### config.mk
export PLATFORM = sky130hd
export DESIGN_NAME = cavlc_param_fifo_flat
export DESIGN_NICKNAME = d
export VERILOG_FILES = /design/src/rtl/cavlc_param_fifo_if.sv /design/src/rtl/cavlc_param_fifo.sv /design/src/flat_wrapper.sv
export SDC_FILE = /design/constraint.sdc
export NUM_CORES = 1
export LEC_CHECK = 0
export BUFFER_PORTS_ARGS = -buffer_cell sky130_fd_sc_hd__buf_2
export CORE_ASPECT_RATIO = 0.9
export CORE_MARGIN = 2
export CORE_UTILIZATION = 40
export CTS_CLUSTER_DIAMETER = 80
export CTS_CLUSTER_SIZE = 20
export DETAILED_ROUTE_END_ITERATION = 7
export HOLD_SLACK_MARGIN = 0.06
export MAX_ROUTING_LAYER = met4
export PLACE_DENSITY_LB_ADDON = 0.2
export SYNTH_ARGS = -nofsm -noshare
export SYNTH_HDL_FRONTEND = slang
export SYNTH_SLANG_ARGS = --single-unit
export TNS_END_PERCENT = 100
### constraint.sdc
create_clock -name Clk -period 6.7 [get_ports Clk]
set_input_delay 1.34 -clock Clk [delete_from_list [all_inputs] [get_ports Clk]]
set_output_delay 1.34 -clock Clk [all_outputs]
set_load 0.02 [all_outputs]
### src/rtl/cavlc_param_fifo_if.sv
// Handshake and status bundle between a coefficient producer/consumer and cavlc_param_fifo.
interface cavlc_param_fifo_if #(
    parameter int WIDTH = 16,
    parameter int DEPTH = 8
);
    localparam int LW = $clog2(DEPTH + 1);

    logic             DataReady;
    logic [WIDTH-1:0] DataIn;
    logic             ReadFIFO;
    logic             ErrClear;
    logic [WIDTH-1:0] DataOut;
    logic [LW-1:0]    Level;
    logic             Full;
    logic             AlmostFull;
    logic             Empty;
    logic             AlmostEmpty;
    logic             Overflow;
    logic             Underflow;
    logic             OverflowSticky;
    logic             UnderflowSticky;

    modport master (
        output DataReady, DataIn, ReadFIFO, ErrClear,
        input  DataOut, Level, Full, AlmostFull, Empty, AlmostEmpty,
               Overflow, Underflow, OverflowSticky, UnderflowSticky
    );

    modport slave (
        input  DataReady, DataIn, ReadFIFO, ErrClear,
        output DataOut, Level, Full, AlmostFull, Empty, AlmostEmpty,
               Overflow, Underflow, OverflowSticky, UnderflowSticky
    );
endinterface

### src/rtl/cavlc_param_fifo.sv
// Parametrised show-ahead FIFO for the CAVLC datapath, with occupancy, thresholds
// and pulsed/sticky overflow and underflow reporting.
module cavlc_param_fifo #(
    parameter int WIDTH    = 16,
    parameter int DEPTH    = 8,
    parameter int AF_LEVEL = DEPTH - 3,
    parameter int AE_LEVEL = 1
) (
    input  logic               Clk,
    input  logic               nReset,
    input  logic               Enable,
    cavlc_param_fifo_if.slave  fifoBus
);
    localparam int LW = $clog2(DEPTH + 1);
    localparam int AW = $clog2(DEPTH);

    logic [WIDTH-1:0] mem [DEPTH];
    logic [AW-1:0]    wrPtr;
    logic [AW-1:0]    rdPtr;
    logic [LW-1:0]    level;
    logic             full;
    logic             empty;
    logic             wrAcc;
    logic             rdAcc;
    logic             ovfCond;
    logic             unfCond;
    logic             ovfPulse;
    logic             unfPulse;
    logic             ovfSticky;
    logic             unfSticky;

    assign full  = (level == LW'(DEPTH));
    assign empty = (level == '0);

    // A read frees a slot in the same cycle, so a write is accepted at Full
    // only when paired with a read; at Empty the read is refused.
    assign wrAcc   = fifoBus.DataReady & (~full | fifoBus.ReadFIFO);
    assign rdAcc   = fifoBus.ReadFIFO & ~empty;
    assign ovfCond = fifoBus.DataReady & full & ~fifoBus.ReadFIFO;
    assign unfCond = fifoBus.ReadFIFO & empty;

    always_ff @(posedge Clk) begin
        if (Enable && wrAcc) begin
            mem[wrPtr] <= fifoBus.DataIn;
        end
    end

    always_ff @(posedge Clk or negedge nReset) begin
        if (!nReset) begin
            wrPtr     <= '0;
            rdPtr     <= '0;
            level     <= '0;
            ovfPulse  <= 1'b0;
            unfPulse  <= 1'b0;
            ovfSticky <= 1'b0;
            unfSticky <= 1'b0;
        end else if (!Enable) begin
            wrPtr     <= '0;
            rdPtr     <= '0;
            level     <= '0;
            ovfPulse  <= 1'b0;
            unfPulse  <= 1'b0;
            ovfSticky <= 1'b0;
            unfSticky <= 1'b0;
        end else begin
            if (wrAcc) wrPtr <= wrPtr + 1'b1;
            if (rdAcc) rdPtr <= rdPtr + 1'b1;
            case ({wrAcc, rdAcc})
                2'b10:   level <= level + 1'b1;
                2'b01:   level <= level - 1'b1;
                default: level <= level;
            endcase
            ovfPulse <= ovfCond;
            unfPulse <= unfCond;
            // A fresh error outranks a simultaneous clear.
            if (ovfCond)                  ovfSticky <= 1'b1;
            else if (fifoBus.ErrClear)    ovfSticky <= 1'b0;
            if (unfCond)                  unfSticky <= 1'b1;
            else if (fifoBus.ErrClear)    unfSticky <= 1'b0;
        end
    end

    assign fifoBus.DataOut         = empty ? '0 : mem[rdPtr];
    assign fifoBus.Level           = level;
    assign fifoBus.Full            = full;
    assign fifoBus.Empty           = empty;
    assign fifoBus.AlmostFull      = (level >= LW'(AF_LEVEL));
    assign fifoBus.AlmostEmpty     = (level <= LW'(AE_LEVEL));
    assign fifoBus.Overflow        = ovfPulse;
    assign fifoBus.Underflow       = unfPulse;
    assign fifoBus.OverflowSticky  = ovfSticky;
    assign fifoBus.UnderflowSticky = unfSticky;
endmodule

### src/flat_wrapper.sv
// flat-port wrapper written by rule: the top's interface ports become plain ports
module cavlc_param_fifo_flat 
#(
    parameter int WIDTH    = 16,
    parameter int DEPTH    = 8,
    parameter int AF_LEVEL = DEPTH - 3,
    parameter int AE_LEVEL = 1
)
  (Clk, nReset, Enable, fifoBus_DataReady, fifoBus_DataIn, fifoBus_ReadFIFO, fifoBus_ErrClear, fifoBus_DataOut, fifoBus_Level, fifoBus_Full, fifoBus_AlmostFull, fifoBus_Empty, fifoBus_AlmostEmpty, fifoBus_Overflow, fifoBus_Underflow, fifoBus_OverflowSticky, fifoBus_UnderflowSticky);
  cavlc_param_fifo_if #(.WIDTH(WIDTH), .DEPTH(DEPTH)) fifoBus_i ();
  input  logic Clk;
  input  logic nReset;
  input  logic Enable;
  input wire logic [$bits(fifoBus_i.DataReady)-1:0] fifoBus_DataReady;
  input wire logic [$bits(fifoBus_i.DataIn)-1:0] fifoBus_DataIn;
  input wire logic [$bits(fifoBus_i.ReadFIFO)-1:0] fifoBus_ReadFIFO;
  input wire logic [$bits(fifoBus_i.ErrClear)-1:0] fifoBus_ErrClear;
  output wire logic [$bits(fifoBus_i.DataOut)-1:0] fifoBus_DataOut;
  output wire logic [$bits(fifoBus_i.Level)-1:0] fifoBus_Level;
  output wire logic [$bits(fifoBus_i.Full)-1:0] fifoBus_Full;
  output wire logic [$bits(fifoBus_i.AlmostFull)-1:0] fifoBus_AlmostFull;
  output wire logic [$bits(fifoBus_i.Empty)-1:0] fifoBus_Empty;
  output wire logic [$bits(fifoBus_i.AlmostEmpty)-1:0] fifoBus_AlmostEmpty;
  output wire logic [$bits(fifoBus_i.Overflow)-1:0] fifoBus_Overflow;
  output wire logic [$bits(fifoBus_i.Underflow)-1:0] fifoBus_Underflow;
  output wire logic [$bits(fifoBus_i.OverflowSticky)-1:0] fifoBus_OverflowSticky;
  output wire logic [$bits(fifoBus_i.UnderflowSticky)-1:0] fifoBus_UnderflowSticky;
  assign fifoBus_i.DataReady = fifoBus_DataReady;
  assign fifoBus_i.DataIn = fifoBus_DataIn;
  assign fifoBus_i.ReadFIFO = fifoBus_ReadFIFO;
  assign fifoBus_i.ErrClear = fifoBus_ErrClear;
  assign fifoBus_DataOut = fifoBus_i.DataOut;
  assign fifoBus_Level = fifoBus_i.Level;
  assign fifoBus_Full = fifoBus_i.Full;
  assign fifoBus_AlmostFull = fifoBus_i.AlmostFull;
  assign fifoBus_Empty = fifoBus_i.Empty;
  assign fifoBus_AlmostEmpty = fifoBus_i.AlmostEmpty;
  assign fifoBus_Overflow = fifoBus_i.Overflow;
  assign fifoBus_Underflow = fifoBus_i.Underflow;
  assign fifoBus_OverflowSticky = fifoBus_i.OverflowSticky;
  assign fifoBus_UnderflowSticky = fifoBus_i.UnderflowSticky;
  cavlc_param_fifo #(.WIDTH(WIDTH), .DEPTH(DEPTH), .AF_LEVEL(AF_LEVEL), .AE_LEVEL(AE_LEVEL)) u_core (.Clk(Clk), .nReset(nReset), .Enable(Enable), .fifoBus(fifoBus_i));
endmodule
==> key figures <==
Run status
  – Status: finished clean

Global routing
  – Total grt overflow: 0
  – Vias in the first global route: 3020
  – First-pass GRT wire length: 17590 µm
  – Largest net degree at the start of global routing: 27
  – Initial antenna violation count: 0
  – GRT Util Overall: 0.1636

Logic synthesis
  – Synthesized area: 5737 µm²
  – Mean post-synth cell area: 18.93 µm²
  – Async S/R FF share, synth: 0.09859
  – Synthesized flop and latch total: 142
  – Seq/Total Area, Yosys: 0.7311
  – Synth Instances: 303
  – Yosys warns: 0
  – Syn_nets: 331
  – Post-synth EDFFs: 128
  – Synth unique cells: 35
  – Top_reg_cell synth: edfxtp_1

Finish
  – Post-layout net count: 395
  – Commonest non-fill, non-tap cells in the layout: edfxtp_1, buf_2, nor2_1
  – Most common cell after layout, fill and taps aside: edfxtp_1
  – Layout cells sized above 1: 0.3395
  – Number of inserted diodes: 0
  – Area of the multi-input gates: 1453 µm²
  – Area delta synth->final: 21.11%
  – Fin util: 0.4961
  – FF/Latch Area: 4195 µm²
  – Fill count: 1137
  – Post-route insts no fill: 573

STA
  – Final Hold Viols: 0
  – Unrepaired setup endpoints after global routing: no
  – Skew final: 0.008279 ns
  – Least-Margin Pin Slew: 0.7628 ns
  – Final cycle utilization of the critical path: 0.5738
  – Fin Setup TNS: 0 ns
  – Final Slew Violations: 0
  – Slew HR: 0.4896
  – Tmin final: 3.844 ns
  – Achievable Freq: 0.2601 GHz
  – # setup viols final: 0

Detailed routing
  – Residual DRC count: 0
  – Drt wl/cell: 19.51 µm
  – First-pass detailed-route iteration total: 6
  – Routed Antenna Nets: 0
  – Final Routed Wirelength: 11180 µm
  – DR vias/cell: 5.086
  – 1st-iter DRT viols: 238
  – Vias: 2914

Clock tree
  – Worst-path clk slew: 0.06 ns
  – CTS Buffer Depth: 2
  – CTS Buf Count: 17
  – CTS tree: yes
  – CTS Root Buffer Type: clkbuf_16
  – Clk sinks: 142
  – Setup Buffers After CTS: 0
  – Cts repair resizes: 0
  – Htree depth: 4
  – Hold Buf Count CTS: 0
  – Clk_lat worst skew: 0.41 ns

Placed design
  – Hpwl dp: 6867 µm
  – Port buffer count: 49
  – GP Congestion: 0.7656
  – Placed insts: 541

Power
  – Leak: 2.442 nW
  – Power Density: 355.9 nW/µm²
  – Max VDD drop: 238.2 µV
  – Tot Pwr: 2.473 mW

Critical path
  – Worst Path Buf+Inv: 2
  – CP max stage delay: 0.58 ns
  – Critical path type: reg -> out
  – CP delay by family, top: multiplexers
  – Critical Path RT: 5.36 ns
  – Worst-path fanout max: 26
  – Max stage delay cell, worst path: mux4_2
  – CP Cell Sequence: buf_4 > mux4_2 > mux2i_1 > nor2_1 > buf_2
  – Crit. End Element: primary output
  – Critical Path AT: 2.50 ns
  – Critical path launch point type: register

Flow run
  – Max-cap violation count: 0

Min path
  – Worst hold path type: reg -> reg

Die
  – Row count: 41
  – Total I/O pin count: 50
  – Initial Utilization: 0.4096
  – Core footprint: 14000 µm²
  – Die height: 117.6 µm
  – Die area: 15320 µm²
  – Die Span X: 130.2 µm
[registers in the layout, indices dropped and copies added, names as in the netlist]
| register | cells |
|---|---|
| u_core.fifoBus.Overflow | 1 |
| u_core.rdPtr | 3 |
| u_core.fifoBus.OverflowSticky | 1 |
| u_core.fifoBus.Level | 4 |
| u_core.wrPtr | 3 |
| u_core.fifoBus.Underflow | 1 |
| u_core.fifoBus.UnderflowSticky | 1 |
| u_core.mem | 128 |
[area by class of cell]
| type | count | area share |
|---|---|---|
| clock buffers | 20 | 0.06285 |
| inverters | 6 | 0.003962 |
| well taps | 193 | 0.03476 |
| flip-flops and latches | 142 | 0.6038 |
| repair buffers | 60 | 0.04718 |
| multi-input cells | 140 | 0.2091 |
| clock inverters | 12 | 0.03836 |
[per-stage QoR]
step	area, µm²	hold slack (ns)	setup WS, ns
5_1_grt	6948	0.5978	2.650
6_report	6948	0.5767	2.856
3_5_place_dp	6245	0.5809	3.132
2_1_floorplan	5737	0.5493	2.957
3_3_place_gp	6245	0.5243	3.214
4_1_cts	6948	0.5902	2.746
[power breakdown]
part	internal (mW)	switching [mW]
clock	0.773	0.340
sequential	0.988	0.0233
combinational	0.147	0.202
[worst paths after layout]
| check | from | to | slack [ns] | cells after the start |
|---|---|---|---|---|
| worst max-delay path | u_core.rdPtr[0] | fifoBus_DataOut[15] | 2.86 | 5 |
| worst min-delay path | u_core.fifoBus.UnderflowSticky | u_core.fifoBus.UnderflowSticky | 0.58 | 2 |
| worst max register to register | u_core.fifoBus.Level[0] | u_core.mem[4][3] | 3.88 | 7 |
| worst min register to register | u_core.fifoBus.UnderflowSticky | u_core.fifoBus.UnderflowSticky | 0.58 | 2 |
| max in group asynchronous | nReset | u_core.rdPtr[0] | 5.61 | 1 |
| min in group asynchronous | nReset | u_core.rdPtr[2] | 0.83 | 1 |
[synthesized netlist by cell type (2+ instances only)]
cell / number / area, µm²
nor3_1: 5 / 25.02
nor2_1: 35 / 131.4
nand2b_1: 4 / 25.02
xor2_1: 4 / 35.03
mux4_2: 32 / 720.7
clkbuf_1: 6 / 22.52
a21oi_1: 4 / 20.02
ha_1: 6 / 75.07
mux2i_1: 20 / 200.2
and3_1: 2 / 12.51
dfrtp_1: 14 / 350.3
buf_2: 7 / 35.03
edfxtp_1: 128 / 3844
nand3_1: 4 / 20.02
a211oi_1: 2 / 15.01
inv_1: 4 / 15.01
nand2_1: 8 / 30.03
[metal layers]
metal	wire [µm]	track usage
met5	0	-
met3	554	0.04318
met4	74	0.05242
met1	5093	0.2315
met2	5455	0.2333
[kinds of logic (layout without fill, tap and decap cells)]
group	count (synthesis)	in the layout	synth area share
AO/OA/AOI/OAI	13	13	0.01658
XOR/XNOR	5	5	0.007633
adder cells (fa/ha/maj)	6	6	0.01309
buffers and inverters	21	98	0.01745
flip-flops	142	142	0.7311
multiplexers	52	52	0.1605
AND/OR/NAND/NOR	64	64	0.05365
[worst reg2reg max path, delay by kind of cell, from the launching register on]
kind	cells	cell delay, ns
buffers and inverters	2	0.46
DFF	1	0.44
adders and majority gates	1	0.24
and+or+nand+nor	4	1.37
(Power assumes the default switching activity.)
